File: config.mk
export PLATFORM = sky130hd
export DESIGN_NAME = seq_restoring_divider
export DESIGN_NICKNAME = d
export VERILOG_FILES = /design/src/rtl/seq_restoring_divider.sv
export SDC_FILE = /design/constraint.sdc
export NUM_CORES = 1
export LEC_CHECK = 0
export CORE_ASPECT_RATIO = 0.75
export CORE_MARGIN = 3
export CORE_UTILIZATION = 54
export CTS_BUF_LIST = sky130_fd_sc_hd__clkbuf_4 sky130_fd_sc_hd__clkbuf_8
export CTS_CLUSTER_SIZE = 30
export DETAILED_ROUTE_END_ITERATION = 10
export HOLD_SLACK_MARGIN = 0.05
export PLACE_DENSITY = 0.85
export SLEW_MARGIN = 20
export SYNTH_ARGS = -nofsm -noshare
export SYNTH_HDL_FRONTEND = slang
export SYNTH_SLANG_ARGS = --single-unit
File: constraint.sdc
create_clock -name clk -period 6.85 [get_ports clk]
set_clock_uncertainty 0.15 [all_clocks]
set_input_delay 1.0275 -clock clk [delete_from_list [all_inputs] [get_ports clk]]
set_output_delay 1.0275 -clock clk [all_outputs]
set_load 0.02 [all_outputs]
File: src/rtl/seq_restoring_divider.sv
// Multi-cycle restoring divider: one trial subtraction per cycle, start/done handshake.
// Optional two's-complement operands when SEQ_DIV_SIGNED_EN is defined.
module seq_restoring_divider #(
    parameter int N = 4
) (
    input  logic         clk,
    input  logic         rst_n,
    input  logic         start,
    input  logic [N-1:0] dividend,
    input  logic [N-1:0] divisor,
    output logic         busy,
    output logic         done,
    output logic [N-1:0] quotient,
    output logic [N-1:0] remainder,
    output logic         div_by_zero,
    output logic [1:0]   state_dbg
);

    // Handshake: start is taken on a rising edge only while busy=0 (IDLE or the
    // DONE cycle); done pulses for one cycle and results hold until the next accept.
    localparam int CW = $clog2(N + 1);

    typedef enum logic [1:0] {
        IDLE = 2'd0,
        CALC = 2'd1,
        DONE = 2'd2
    } state_t;

    state_t          state, state_next;
    logic [N-1:0]    r, q, d;
    logic [CW-1:0]   cnt;
    logic            load, load_zero, step, finish;
    logic [N-1:0]    r_shift, r_next, q_next;
    logic [N:0]      diff;
    logic [N-1:0]    a_mag, b_mag, q_res, r_res;
    logic            unused_r_msb;

    // r stays below 2^(N-1) until the last step, so its MSB never needs shifting out.
    assign r_shift      = {r[N-2:0], q[N-1]};
    assign unused_r_msb = r[N-1];
    assign diff         = {1'b0, r_shift} - {1'b0, d};
    assign r_next       = diff[N] ? r_shift : diff[N-1:0];
    assign q_next       = {q[N-2:0], ~diff[N]};

`ifdef SEQ_DIV_SIGNED_EN
    logic neg_q, neg_r;
    assign a_mag = dividend[N-1] ? -dividend : dividend;
    assign b_mag = divisor[N-1]  ? -divisor  : divisor;
    assign q_res = neg_q ? -q_next : q_next;
    assign r_res = neg_r ? -r_next : r_next;
`else
    assign a_mag = dividend;
    assign b_mag = divisor;
    assign q_res = q_next;
    assign r_res = r_next;
`endif

    assign busy      = (state == CALC);
    assign done      = (state == DONE);
    assign state_dbg = state;

    always_comb begin
        state_next = state;
        load       = 1'b0;
        load_zero  = 1'b0;
        step       = 1'b0;
        finish     = 1'b0;
        unique case (state)
            IDLE, DONE: begin
                if (start) begin
                    if (divisor == '0) begin
                        state_next = DONE;
                        load_zero  = 1'b1;
                    end else begin
                        state_next = CALC;
                        load       = 1'b1;
                    end
                end else begin
                    state_next = IDLE;
                end
            end
            CALC: begin
                step = 1'b1;
                if (cnt == CW'(1)) begin
                    state_next = DONE;
                    finish     = 1'b1;
                end
            end
            default: state_next = IDLE;
        endcase
    end

    always_ff @(posedge clk) begin
        if (!rst_n) begin
            state       <= IDLE;
            r           <= '0;
            q           <= '0;
            d           <= '0;
            cnt         <= '0;
            quotient    <= '0;
            remainder   <= '0;
            div_by_zero <= 1'b0;
`ifdef SEQ_DIV_SIGNED_EN
            neg_q       <= 1'b0;
            neg_r       <= 1'b0;
`endif
        end else begin
            state <= state_next;
            if (load) begin
                r           <= '0;
                q           <= a_mag;
                d           <= b_mag;
                cnt         <= CW'(N);
                div_by_zero <= 1'b0;
`ifdef SEQ_DIV_SIGNED_EN
                neg_q       <= dividend[N-1] ^ divisor[N-1];
                neg_r       <= dividend[N-1];
`endif
            end
            if (load_zero) begin
                quotient    <= '1;
                remainder   <= dividend;
                div_by_zero <= 1'b1;
            end
            if (step) begin
                r   <= r_next;
                q   <= q_next;
                cnt <= cnt - CW'(1);
            end
            // Signs (if any) are folded in as the final step lands in DONE.
            if (finish) begin
                quotient  <= q_res;
                remainder <= r_res;
            end
        end
    end

endmodule

==> qor.json <==
{
  "outcome": {
    "result_of_the_run": "complete, no violations"
  },
  "layout": {
    "antenna-diode-count": 0,
    "regArea_um2": 500,
    "final_cell_mix": "dfxtp_1, clkdlybuf4s50_1, nor2_1",
    "fin_cells": 196,
    "final_net_count": 191,
    "fraction_of_layout_cells_with_a_size_suffix_above_1": 0.0698,
    "layout.cells.most_common": "dfxtp_1",
    "nFillCells": 180,
    "areaGrowthSynthToFinish_pct": 21.3,
    "multi_input_comb_area_um2": 688
  },
  "synth": {
    "ys.warnings.count": 0,
    "syn-mean-instance-area_um2": 8.33,
    "synth_cell_types": 32,
    "netlist_area_um2": 1250,
    "mappedNetlistNets": 168,
    "synthDominantAreaCellType": "dfxtp_1",
    "ys_seq_area_frac": 0.400,
    "post_synth_top_area_share": 0.400,
    "synth.top_cells.by_area": "dfxtp_1, ha_1, o21ai_0",
    "synthesis.instances": 150,
    "synth_seq_cells": 25
  },
  "worst_setup_path": {
    "crit_family": "buffers and inverters",
    "critical_path_buf_inv_count": 2,
    "timing.critical_path.cells": "nand2b_1, inv_1, clkdlybuf4s50_1",
    "crit_path_top_delay_cell": "clkdlybuf4s50_1",
    "criticalPathCategory": "reg2out",
    "critical_path.startpoint_type": "register",
    "cpPeakStageDelay_ns": 0.58,
    "critical_path.endpoint_type": "output port",
    "crit_required_ns": 5.67,
    "worstPathMaxFanout": 16,
    "critical_path_arrival_ns": 1.97
  },
  "clocking": {
    "worst_setup_hold_path_clk_slew_ns": 0.13,
    "cts_hold_buffers": 0,
    "post_cts_resize_count": 0,
    "clkSinkCount": 25,
    "cts_setup_buffers": 0,
    "htreeDepth": 1,
    "cts_tree": "yes",
    "number_of_buffers_added_by_the_clock_tree_synthesis_step": 3,
    "clockBufferDepth": 2,
    "cts_root_buffer": "clkbuf_4",
    "clock_latency_ns": 0.32
  },
  "drt": {
    "dr_total_vias": 1133,
    "ant_nets": 0,
    "routed_wl_um": 2880,
    "vias_per_cell": 5.78,
    "drcViolationCount": 0,
    "drt_pass1_iterations": 4,
    "dr.first_iter.drc_count": 35,
    "routed_wire_length_per_instance_um": 14.7
  },
  "power_and_ir_drop": {
    "powerDensity_nw_per_um2": 202,
    "power_leakage_uw": 0.000579,
    "worst_supply_voltage_drop_on_vdd_v": 0.000167
  },
  "global_route": {
    "grt_antenna_before_repair": 0,
    "largest_net_degree_at_the_start_of_global_routing": 17,
    "grt_pass1_wl_um": 4440,
    "grt_overflow_total": 0,
    "first_global_vias": 954,
    "grtUsageTotal": 0.211
  },
  "placed_design": {
    "numPlacedInstances": 192,
    "routabilityCongestion": 0.790,
    "port-buffer-count": 23,
    "place_worst_setup_slack_ns": 3.71,
    "place.detailed.hpwl_um": 2190
  },
  "timing": {
    "grt_setup_unrepaired": "no",
    "hold_viol": 0,
    "fmax_ghz": 0.318,
    "fin_tns_setup_ns": 0,
    "timing.final.crit_share": 0.460,
    "timing.slew.headroom": 0.637,
    "holdWs_ns": 0.343,
    "report.final.setup_viol": 0,
    "final.min_clock_period_ns": 3.15,
    "final.setup.worst_slack_ns": 3.70,
    "tightestPinTransition_ns": 0.544,
    "finalMaxSlewViolations": 0
  },
  "floorplanning": {
    "placement_rows": 14,
    "initial_utilization": 0.595,
    "io-pin-count": 24,
    "floorplan.die.height_um": 47.7,
    "die_width_um": 61.6,
    "floorplan.die_area_um2": 2930,
    "fp.coreArea_um2": 2100
  },
  "worst_hold_path": {
    "holdCritPathClass": "reg2reg"
  },
  "job": {
    "cap_viol_max_count": 0
  }
}
[flip-flops by register name, indices dropped and copies added, names as in the netlist]
name / cells
cnt: 3
d: 4
div_by_zero: 1
q: 4
quotient: 4
r: 3
remainder: 4
state_dbg: 2
[Yosys cell counts]
master,instances
a2111oi_2,1
a211oi_1,1
a21oi_1,6
a221o_1,1
a22oi_1,4
a31o_2,1
a31oi_1,5
and2_1,1
buf_2,1
buf_4,1
clkbuf_1,3
dfxtp_1,25
fa_1,1
ha_1,6
inv_1,10
mux2_2,2
mux2_4,1
mux2i_1,2
nand2_1,17
nand2b_1,4
nand3_1,2
nand4_1,3
nor2_1,19
nor2_8,1
nor2b_1,4
nor3_1,7
nor4_1,1
o21ai_0,15
o221a_2,1
o22ai_1,1
or4_4,1
xor2_1,2
[per-stage QoR]
stage	total power [uW]	util	area (um^2)
CTS	306	0.721	1520
finish	306	0.721	1520
global route	322	0.721	1520
floorplan	213	-	1250
global placement	234	0.707	1490
detailed placement	239	0.707	1490
[per-layer routing]
metal	track usage	vias up	wire length (um)	part of all wire
met5	0	-	0	0
met1	0.274	522	1290	0.45
met4	0.0593	0	32	0.011
met3	0.0728	6	193	0.067
li1	-	570	-	-
met2	0.336	35	1360	0.47
[report_power, final]
| group | internal (uW) | switching, uW |
|---|---|---|
| logic | 32.1 | 41.9 |
| registers | 155 | 6.52 |
| clock network | 26.8 | 43.6 |
| total | 214 | 92.0 |
[cell families (layout without fill, tap and decap cells)]
family | after synthesis | after routing | synth area share
xor+xnor | 2 | 2 | 0.0140
fa+ha+maj | 7 | 7 | 0.0761
simple gates | 60 | 60 | 0.234
buf+inv | 15 | 37 | 0.0491
flops | 25 | 25 | 0.400
mux | 5 | 5 | 0.0460
compound gates | 36 | 36 | 0.180
[final timing paths]
kind | endpoint | cells past startpoint | slack (ns) | startpoint
worst max-delay path | busy | 3 | 3.70 | state_dbg[1]
worst min-delay path | cnt[0] | 2 | 0.34 | cnt[0]
worst max register to register | remainder[1] | 7 | 4.21 | q[3]
worst min register to register | cnt[0] | 2 | 0.34 | cnt[0]
[worst reg2reg max path, stage by stage, from the launching register on]
cell and delay (ns):
dfxtp_1 0.36, inv_1 0.07, ha_1 0.21, fa_1 0.44
nand2b_1 0.19, a21oi_1 0.37, mux2_2 0.41, a2111oi_2 0.34
[layout make-up]
cell class / instances / area share
multi-input combinational: 110 / 0.454
tap: 24 / 0.0198
timing repair buffer: 23 / 0.152
clock buffer: 4 / 0.0198
inverter: 10 / 0.0248
sequential: 25 / 0.330
Power figures use the tool's default switching activity.
